--- src/rtl/microwave_countdown_timer_if.sv ---
// Control/time bus between keypad entry logic (master) and the cook-time countdown (slave).
interface microwave_countdown_timer_if;
  logic       load;
  logic [3:0] min_t_in, min_u_in, sec_t_in, sec_u_in;
  logic       start, pause, cancel, door_open;
  logic [3:0] min_t, min_u, sec_t, sec_u;
  logic       heat_on, paused, done, load_err;

  modport master (
    output load, min_t_in, min_u_in, sec_t_in, sec_u_in,
    output start, pause, cancel, door_open,
    input  min_t, min_u, sec_t, sec_u, heat_on, paused, done, load_err
  );

  modport slave (
    input  load, min_t_in, min_u_in, sec_t_in, sec_u_in,
    input  start, pause, cancel, door_open,
    output min_t, min_u, sec_t, sec_u, heat_on, paused, done, load_err
  );
endinterface

--- src/rtl/microwave_countdown_timer.sv ---
// BCD MM:SS cook-time down-counter; stops at 00:00. States: IDLE 00:00 | LOADED nonzero held |
// RUNNING counting, heat on | PAUSED frozen (pause/door) | DONE reached 00:00, waits for cancel/load.
module microwave_countdown_timer #(
  parameter int TICKS_PER_SEC = 100
) (
  input  logic                         clk,
  input  logic                         rst_n,
  microwave_countdown_timer_if.slave   bus
);
  localparam int CW = $clog2(TICKS_PER_SEC);
  localparam logic [CW-1:0] CNT_LAST = CW'(TICKS_PER_SEC - 1);

  typedef enum logic [2:0] {S_IDLE, S_LOADED, S_RUNNING, S_PAUSED, S_DONE} state_t;

  state_t        state_q;
  logic [CW-1:0] cnt_q;
  logic [3:0]    min_t_q, min_u_q, sec_t_q, sec_u_q;
  logic          heat_on_q, paused_q, done_q, load_err_q;

  logic [3:0]    min_t_d, min_u_d, sec_t_d, sec_u_d;
  logic          dec_zero, load_valid, load_zero;

  // Time minus one second with BCD borrow; only used when the time is nonzero.
  always_comb begin
    min_t_d = min_t_q;
    min_u_d = min_u_q;
    sec_t_d = sec_t_q;
    sec_u_d = sec_u_q - 4'd1;
    if (sec_u_q == 4'd0) begin
      sec_u_d = 4'd9;
      sec_t_d = sec_t_q - 4'd1;
      if (sec_t_q == 4'd0) begin
        sec_t_d = 4'd5;
        min_u_d = min_u_q - 4'd1;
        if (min_u_q == 4'd0) begin
          min_u_d = 4'd9;
          min_t_d = min_t_q - 4'd1;
        end
      end
    end
    dec_zero   = ({min_t_d, min_u_d, sec_t_d, sec_u_d} == 16'd0);
    load_valid = (bus.min_t_in <= 4'd9) && (bus.min_u_in <= 4'd9) &&
                 (bus.sec_t_in <= 4'd5) && (bus.sec_u_in <= 4'd9);
    load_zero  = ({bus.min_t_in, bus.min_u_in, bus.sec_t_in, bus.sec_u_in} == 16'd0);
  end

  always_ff @(posedge clk) begin
    done_q     <= 1'b0;
    load_err_q <= 1'b0;
    if (!rst_n) begin
      state_q   <= S_IDLE;
      cnt_q     <= '0;
      min_t_q   <= 4'd0;
      min_u_q   <= 4'd0;
      sec_t_q   <= 4'd0;
      sec_u_q   <= 4'd0;
      heat_on_q <= 1'b0;
      paused_q  <= 1'b0;
    end else if (bus.cancel) begin
      state_q   <= S_IDLE;
      cnt_q     <= '0;
      min_t_q   <= 4'd0;
      min_u_q   <= 4'd0;
      sec_t_q   <= 4'd0;
      sec_u_q   <= 4'd0;
      heat_on_q <= 1'b0;
      paused_q  <= 1'b0;
    end else if (bus.door_open || bus.pause) begin
      // Freezing cnt here means a pause on the terminal tick retries that second.
      if (state_q == S_RUNNING) begin
        state_q   <= S_PAUSED;
        heat_on_q <= 1'b0;
        paused_q  <= 1'b1;
      end
    end else begin
      case (state_q)
        S_RUNNING: begin
          if (cnt_q == CNT_LAST) begin
            cnt_q   <= '0;
            min_t_q <= min_t_d;
            min_u_q <= min_u_d;
            sec_t_q <= sec_t_d;
            sec_u_q <= sec_u_d;
            if (dec_zero) begin
              state_q   <= S_DONE;
              heat_on_q <= 1'b0;
              done_q    <= 1'b1;
            end
          end else begin
            cnt_q <= cnt_q + CW'(1);
          end
        end
        S_PAUSED: begin
          if (bus.start) begin
            state_q   <= S_RUNNING;
            heat_on_q <= 1'b1;
            paused_q  <= 1'b0;
          end
        end
        default: begin
          if (bus.start) begin
            if (state_q == S_LOADED) begin
              state_q   <= S_RUNNING;
              heat_on_q <= 1'b1;
              cnt_q     <= '0;
            end
          end else if (bus.load) begin
            if (!load_valid) begin
              load_err_q <= 1'b1;
            end else begin
              state_q <= load_zero ? S_IDLE : S_LOADED;
              min_t_q <= bus.min_t_in;
              min_u_q <= bus.min_u_in;
              sec_t_q <= bus.sec_t_in;
              sec_u_q <= bus.sec_u_in;
            end
          end
        end
      endcase
    end
  end

  assign bus.min_t    = min_t_q;
  assign bus.min_u    = min_u_q;
  assign bus.sec_t    = sec_t_q;
  assign bus.sec_u    = sec_u_q;
  assign bus.heat_on  = heat_on_q;
  assign bus.paused   = paused_q;
  assign bus.done     = done_q;
  assign bus.load_err = load_err_q;
endmodule

--- src/flat_wrapper.sv ---
// flat-port wrapper written by rule: the top's interface ports become plain ports
module microwave_countdown_timer_flat 
#(
  parameter int TICKS_PER_SEC = 100
)
  (clk, rst_n, bus_load, bus_min_t_in, bus_min_u_in, bus_sec_t_in, bus_sec_u_in, bus_start, bus_pause, bus_cancel, bus_door_open, bus_min_t, bus_min_u, bus_sec_t, bus_sec_u, bus_heat_on, bus_paused, bus_done, bus_load_err);
  microwave_countdown_timer_if bus_i ();
  input  logic clk;
  input  logic rst_n;
  input wire logic [$bits(bus_i.load)-1:0] bus_load;
  input wire logic [$bits(bus_i.min_t_in)-1:0] bus_min_t_in;
  input wire logic [$bits(bus_i.min_u_in)-1:0] bus_min_u_in;
  input wire logic [$bits(bus_i.sec_t_in)-1:0] bus_sec_t_in;
  input wire logic [$bits(bus_i.sec_u_in)-1:0] bus_sec_u_in;
  input wire logic [$bits(bus_i.start)-1:0] bus_start;
  input wire logic [$bits(bus_i.pause)-1:0] bus_pause;
  input wire logic [$bits(bus_i.cancel)-1:0] bus_cancel;
  input wire logic [$bits(bus_i.door_open)-1:0] bus_door_open;
  output wire logic [$bits(bus_i.min_t)-1:0] bus_min_t;
  output wire logic [$bits(bus_i.min_u)-1:0] bus_min_u;
  output wire logic [$bits(bus_i.sec_t)-1:0] bus_sec_t;
  output wire logic [$bits(bus_i.sec_u)-1:0] bus_sec_u;
  output wire logic [$bits(bus_i.heat_on)-1:0] bus_heat_on;
  output wire logic [$bits(bus_i.paused)-1:0] bus_paused;
  output wire logic [$bits(bus_i.done)-1:0] bus_done;
  output wire logic [$bits(bus_i.load_err)-1:0] bus_load_err;
  assign bus_i.load = bus_load;
  assign bus_i.min_t_in = bus_min_t_in;
  assign bus_i.min_u_in = bus_min_u_in;
  assign bus_i.sec_t_in = bus_sec_t_in;
  assign bus_i.sec_u_in = bus_sec_u_in;
  assign bus_i.start = bus_start;
  assign bus_i.pause = bus_pause;
  assign bus_i.cancel = bus_cancel;
  assign bus_i.door_open = bus_door_open;
  assign bus_min_t = bus_i.min_t;
  assign bus_min_u = bus_i.min_u;
  assign bus_sec_t = bus_i.sec_t;
  assign bus_sec_u = bus_i.sec_u;
  assign bus_heat_on = bus_i.heat_on;
  assign bus_paused = bus_i.paused;
  assign bus_done = bus_i.done;
  assign bus_load_err = bus_i.load_err;
  microwave_countdown_timer #(.TICKS_PER_SEC(TICKS_PER_SEC)) u_core (.clk(clk), .rst_n(rst_n), .bus(bus_i));
endmodule
--- config.mk ---
export PLATFORM = sky130hd
export DESIGN_NAME = microwave_countdown_timer_flat
export DESIGN_NICKNAME = d
export VERILOG_FILES = /design/src/rtl/microwave_countdown_timer_if.sv /design/src/rtl/microwave_countdown_timer.sv /design/src/flat_wrapper.sv
export SDC_FILE = /design/constraint.sdc
export NUM_CORES = 1
export LEC_CHECK = 0
export BUFFER_PORTS_ARGS = -buffer_cell sky130_fd_sc_hd__buf_2
export CELL_PAD_IN_SITES_DETAIL_PLACEMENT = 0
export CELL_PAD_IN_SITES_GLOBAL_PLACEMENT = 1
export CORE_UTILIZATION = 30
export DETAILED_ROUTE_END_ITERATION = 7
export GPL_TIMING_DRIVEN = 0
export PLACE_DENSITY_LB_ADDON = 0.1
export SLEW_MARGIN = 20
export SYNTH_ARGS = -nofsm -noshare
export SYNTH_HDL_FRONTEND = slang
export SYNTH_SLANG_ARGS = --single-unit
--- constraint.sdc ---
create_clock -name clk -period 2.85 [get_ports clk]
set_input_delay 0.855 -clock clk [delete_from_list [all_inputs] [get_ports clk]]
set_output_delay 0.855 -clock clk [all_outputs]
set_load 0.01 [all_outputs]
## Yosys cells after proc, flatten, opt, wreduce, memory -nomap -nowiden

Index checks and enable logic that the tools add are counted.

| operators by class | value |
|---|---|
| reduce and logical (&&, ||, !) cells | 26 |
| bitwise logic cells | 6 |
| eq/ne operators | 11 |
| muxes and demuxes | 58 |
| add/subtract/negate cells | 5 |
| $lt $le $gt $ge | 4 |

Operators with widths:

| cell | count |
|---|---|
| two-way mux 4 bit | 25 |
| zero test 16 bit | 2 |
| one-hot mux 4 bit (2 select lines) | 4 |
| two-way mux 3 bit | 9 |
| two-way mux 7 bit | 3 |
| subtractor 4 x 1 -> 4 bit (second input constant) | 4 |
| two-way mux 1 bit | 14 |
| one-hot mux 7 bit (2 select lines) | 1 |
| less-or-equal comparator 4 bit (second input constant) | 3 |
| zero test 4 bit | 3 |
| AND reduction 6 bit | 2 |
| nonzero test 2 bit | 6 |
| nonzero test 3 bit | 3 |
| adder 7 x 1 -> 7 bit (second input constant) | 1 |
| equality test 7 bit (second input constant) | 1 |
| AND reduction 7 bit | 1 |
| OR reduction 7 bit | 1 |
| equality test 3 x 2 -> 1 bit (second input constant) | 2 |
| != test 3 x 2 -> 1 bit (second input constant) | 2 |
| inverter 1 bit | 6 |
| one-hot mux 3 bit (2 select lines) | 1 |
| OR reduction 5 bit | 1 |
| less-or-equal comparator 4 x 3 -> 1 bit (second input constant) | 1 |
| != test 2 bit (second input constant) | 2 |
| 10 further kinds | 12 |

| storage, ports and cells | value |
|---|---|
| bits of input ports | 23 |
| register bits | 30 |
| word-level logic and storage cells | 120 |
| output and inout bits | 20 |

## Depth between registers and ports, before layout

| depth | value |
|---|---|
| depth after elaboration | 9 |
| depth in mapped cells | 9 |
| depth with buffers taken out | 7 |

## Worst setup path after synthesis

OpenSTA, ideal clock, no wires.

| timing path | value |
|---|---|
| path type | input to register |
| from | input bus_min_u_in[2] |
| to | register u_core.min_u_q[2], in the netlist u_core.bus.min_u[2] |
| arrival time | 2.474 ns |
| buffers on the path | 1 |
| path slack | 0.305 ns |
| required time | 2.779 ns |
| library setup time | 0.071 ns |
| stages on the path | 7 |
| path through | o21ai_0 and4_1 or4b_1 a21oi_1 buf_2 o211ai_1 a21oi_1 |

| on the way | value |
|---|---|
| longest elaborated chain between the ends | 6 |
| elaborated cells on any way between the ends | 10 |
| those cells by class | order compare (1); mux (4); reduce/logical (5) |

RTL lines:

| item | RTL line | RTL |
|---|---|---|
| start: declaration | flat_wrapper.sv:12 | `input wire logic [$bits(bus_i.min_u_in)-1:0] bus_min_u_in;` |
| less-or-equal comparator 4 bit | microwave_countdown_timer.sv:42 | `load_valid = (bus.min_t_in <= 4'd9) && (bus.min_u_in <= 4'd9) &&` |
| logical AND 1 bit (2 in a row) | microwave_countdown_timer.sv:42 |  |
| logical AND 1 bit | microwave_countdown_timer.sv:43 | `(bus.sec_t_in <= 4'd5) && (bus.sec_u_in <= 4'd9);` |
| nonzero test 2 bit (no line) | -- |  |
| AND reduction 6 bit (no line) | -- |  |
| end signal: assignment | microwave_countdown_timer.sv:81 | `min_u_q <= min_u_d;` |
| end signal: assignment | microwave_countdown_timer.sv:113 | `min_u_q <= bus.min_u_in;` |
| end: declaration | microwave_countdown_timer.sv:17 | `logic [3:0] min_t_q, min_u_q, sec_t_q, sec_u_q;` |

Parallel ways exist; a longest one is shown, timed or not. The select of a mux whose other input is x is not followed.
A chain may end at the register's enable or synchronous reset.

## Worst setup path in the final report

| timing path | value |
|---|---|
| from | input bus_min_t_in[2] |
| to | register u_core.min_t_q[0], in the netlist u_core.bus.min_t[0] |

| on the way | value |
|---|---|
| longest elaborated chain between the ends | 6 |

RTL lines:

| item | RTL line | RTL |
|---|---|---|
| start: declaration | flat_wrapper.sv:11 | `input wire logic [$bits(bus_i.min_t_in)-1:0] bus_min_t_in;` |
| less-or-equal comparator 4 bit | microwave_countdown_timer.sv:42 |  |
| logical AND 1 bit (2 in a row) | microwave_countdown_timer.sv:42 |  |
| logical AND 1 bit | microwave_countdown_timer.sv:43 |  |
| nonzero test 2 bit (no line) | -- |  |
| AND reduction 6 bit (no line) | -- |  |
| end signal: assignment | microwave_countdown_timer.sv:80 | `min_t_q <= min_t_d;` |
| end signal: assignment | microwave_countdown_timer.sv:112 | `min_t_q <= bus.min_t_in;` |
| end: declaration | microwave_countdown_timer.sv:17 |  |

No other way between the ends.

==> flow_summary.ini <==
[status]
status = finished clean

[die]
rows = 27
die-area_sq_mm = 0.00629
pin_count = 43
floorplan.initialDensity_pct = 31.8
die_y_um = 79.3
die_w_um = 79.3
core_region_area_sq_mm = 0.00564

[critical_path]
critical_path.slowest_cell = sky130_fd_sc_hd__or4b_1
crit_end = u_core.bus.min_t[0]
worst_path_largest_cell_delay_ps = 530
crit_start = bus_min_t_in[2]
critical_path.most_common_cell = sky130_fd_sc_hd__o21ai_0
largest_fanout_of_any_net_on_the_critical_path = 10
worstSetupEndpointType = flop
crit-reg2reg-capture = u_core.bus.heat_on
critical_path.n_buffers_inverters = 2
critPathLaunchType = input pin
rr_worst_depth = 7
critical_path_arrival_ps = 2860
slack_of_the_worst_reg_to_reg_path_ps = 340
crit_path_cell_trace = buf_2 > o21ai_0 > and4_1 > or4b_1 > a21o_1 > clkbuf_1 > o21ai_0 > a21oi_1
worst_path_dominant_cell_family = simple AND/OR/NAND/NOR gates
worstPathRequired_ps = 2980
worstReg2RegStart = u_core.bus.sec_u[0]
timing_worst_setup_path_type = input pin to flop
critical_path_cell_count = 8

[routing]
drt_first_pass_iters = 5
vias_per_cell = 5.49
route.final.wire_length_mm = 5.52
routedWlPerCell_um = 15.1
via_count = 2005
drt_drc_violations_left = 0
number_of_drc_markers_after_the_initial_detailed_route_iteration = 103
number_of_antenna_violating_nets_in_the_routed_design = 0

[timing]
finalCriticalPeriod_ps = 2720
hold_viol = 0
fmax_ghz = 0.367
setup_viol = 0
clock-skew-final_ps = 10.1
worstMarginPinSlew_ps = 630
rsz0062_at_grt = yes
final.period_utilization_pct = 95.6
slew_viol_final = 0
maxSlewHeadroom_pct = 57.8
finalHoldWorstSlack_ps = 470

[global_routing]
wire_length_of_the_first_global_routing_pass_mm = 9.00
groute.usage.overall_pct = 18.7
grt_overflow_total = 0
grt_max_degree = 11
grt_antenna_before_repair = 0
first_global_vias = 1788

[final_layout]
most-common-layout-cells = sky130_fd_sc_hd__buf_2, sky130_fd_sc_hd__nand2_1, sky130_fd_sc_hd__dfxtp_1, sky130_fd_sc_hd__a21oi_1, sky130_fd_sc_hd__nor2_1
layout_fillers = 631
antenna-diode-count = 0
area_delta_synth_final_pct = 22.5
final_core_util_pct = 38.9
most_frequent_standard_cell_in_the_layout_excluding_fill_and_tap_cells = sky130_fd_sc_hd__buf_2
drive_above_1_share_pct = 21.2
design.final.nets = 317

[clock_tree]
clock_tree_from_tritoncts = yes
post_cts_clock_slew_at_the_launch_and_capture_registers_of_the_worst_setup_and_hold_paths_ps = 70
ctsLongestPathBuffers = 2
insertion_delay_ps = 280
clkSinkCount = 30
post-cts-setup-buffers = 0
clock_tree.htree_level_count = 2
cts.root.buffer_cell = sky130_fd_sc_hd__clkbuf_8
cts_made_buffers = 5

[logic_synthesis]
synth-main-ff-cell = sky130_fd_sc_hd__dfxtp_1
synthArstFlopShare_pct = 0
netlist_area_pre_place_sq_mm = 0.00179
synth.lib_cells_used.distinct = 48
synth-edff-count = 0
yosysWarnings = 0
ys_ff_latch = 30
post_synthesis_sequential_area_ratio_pct = 33.5
postSynthCellCount = 243
synth_fp_nets = 268
mapped_avg_cell_area_sq_um = 7.38

[placement]
port_buffers = 42
gp_congestion = 0.853
hpwlAfterDp_mm = 4.11

[pwr]
vdd_ir_drop_max_mv = 0.194
power_density_mw_per_mm2 = 383
power.leakage_nw = 0.846

[job]
max-cap-violations = 0

[hold_path]
worst_hold_path_type = flop to flop
## power breakdown
group	internal [mW]	total [mW]	switching (mW)	leakage [nW]
logic	0.0225	0.0601	0.0376	0.557
clock network	0.195	0.361	0.166	0.0482
registers	0.420	0.420	0.000597	0.242
total	0.637	0.841	0.204	0.846
## logic make-up (layout without fill, tap and decap cells)
group / count (synthesis) / in the layout / synth area share (%)
buffers and inverters: 16 / 66 / 3.49
flip-flops: 30 / 30 / 33.5
multiplexers: 1 / 1 / 0.558
adder cells (fa/ha/maj): 2 / 2 / 1.40
AND/OR/NAND/NOR: 115 / 115 / 32.4
AO/OA/AOI/OAI: 76 / 76 / 27.1
XOR/XNOR: 3 / 3 / 1.47
## worst reg2reg max path, stage by stage (launching register included)
cell and delay (ps):
sky130_fd_sc_hd__dfxtp_1 400, sky130_fd_sc_hd__or4_1 530, sky130_fd_sc_hd__buf_2 180, sky130_fd_sc_hd__nor4_4 520
sky130_fd_sc_hd__a31oi_1 180, sky130_fd_sc_hd__a31oi_2 300, sky130_fd_sc_hd__nand2_1 110, sky130_fd_sc_hd__o21a_1 190
## stage by stage
step                power, mW  TNS [ps]  instances  area [sq um]  worst slack (ps)
detailed placement      0.489     -3730        357          2090              -402
floorplan               0.456         0        243          1790               305
global placement        0.490     -4230        357          2090              -445
global route            0.883     -6.74        365          2200             -6.74
finish                  0.841         0        365          2200               126
CTS                     0.854         0        365          2190              92.0
## cells in the mapped netlist (4+ instances only)
library cell               count  area [sq um]
sky130_fd_sc_hd__a211oi_1      7          52.6
sky130_fd_sc_hd__nand3_1       7          35.0
sky130_fd_sc_hd__nand2_1      43           161
sky130_fd_sc_hd__clkbuf_1     10          37.5
sky130_fd_sc_hd__o211ai_1      5          37.5
sky130_fd_sc_hd__dfxtp_1      30           601
sky130_fd_sc_hd__nor2_1       22          82.6
sky130_fd_sc_hd__inv_1         4          15.0
sky130_fd_sc_hd__o21ai_0      15          75.1
sky130_fd_sc_hd__nand4_1       4          25.0
sky130_fd_sc_hd__nor4_1        9          56.3
sky130_fd_sc_hd__nor3_1        7          35.0
sky130_fd_sc_hd__a21oi_1      26           130
## state kept, by name, summed over array words and instances, names as in the netlist
register,cells
u_core.cnt_q,7
u_core.bus.sec_t,4
u_core.bus.paused,1
u_core.bus.sec_u,4
u_core.bus.min_u,4
u_core.bus.heat_on,1
u_core.bus.done,1
u_core.state_q,3
u_core.bus.min_t,4
u_core.bus.load_err,1
## routing by layer
layer | vias up | global-route usage (%) | wire length, um | share of wire, %
li1 | 1004 | - | - | -
met1 | 936 | 25.9 | 2710 | 49
met2 | 60 | 29.7 | 2470 | 45
met3 | 5 | 3.22 | 295 | 5.3
met4 | 0 | 5.45 | 46 | 0.83
met5 | - | 0 | 0 | 0
## timing repair
item / CTS / global route
gates cloned: 0 / 0
endpoints found under the setup margin: 8 / 1
hold buffers: 0 / 0
endpoints found under the hold margin: 0 / 0
resized for setup: 1 / 1
## final cells by class
| class | instances | area [sq um] | area share (%) |
|---|---|---|---|
| clock buffer | 7 | 86.3 | 3.93 |
| sequential | 30 | 601 | 27.4 |
| inverter | 4 | 15.0 | 0.684 |
| clock inverter | 1 | 5.00 | 0.228 |
| multi-input combinational | 197 | 1140 | 52.0 |
| buffer | 12 | 47.5 | 2.17 |
| tap | 72 | 90.1 | 4.10 |
| timing repair buffer | 42 | 210 | 9.57 |
## worst min-delay path by stage
| stage | from | endpoint | slack (ps) | cells after the start |
|---|---|---|---|---|
| detailed placement | u_core.bus.sec_t[3] | u_core.bus.sec_t[3] | 460 | 2 |
| global route | u_core.bus.paused | u_core.bus.paused | 500 | 2 |
| finish | u_core.bus.sec_t[3] | u_core.bus.sec_t[3] | 470 | 2 |
| floorplan | u_core.cnt_q[6] | u_core.cnt_q[6] | 450 | 1 |
| global placement | u_core.bus.sec_t[3] | u_core.bus.sec_t[3] | 460 | 2 |
| CTS | u_core.bus.sec_t[3] | u_core.bus.sec_t[3] | 480 | 2 |
(Power assumes the default switching activity.)
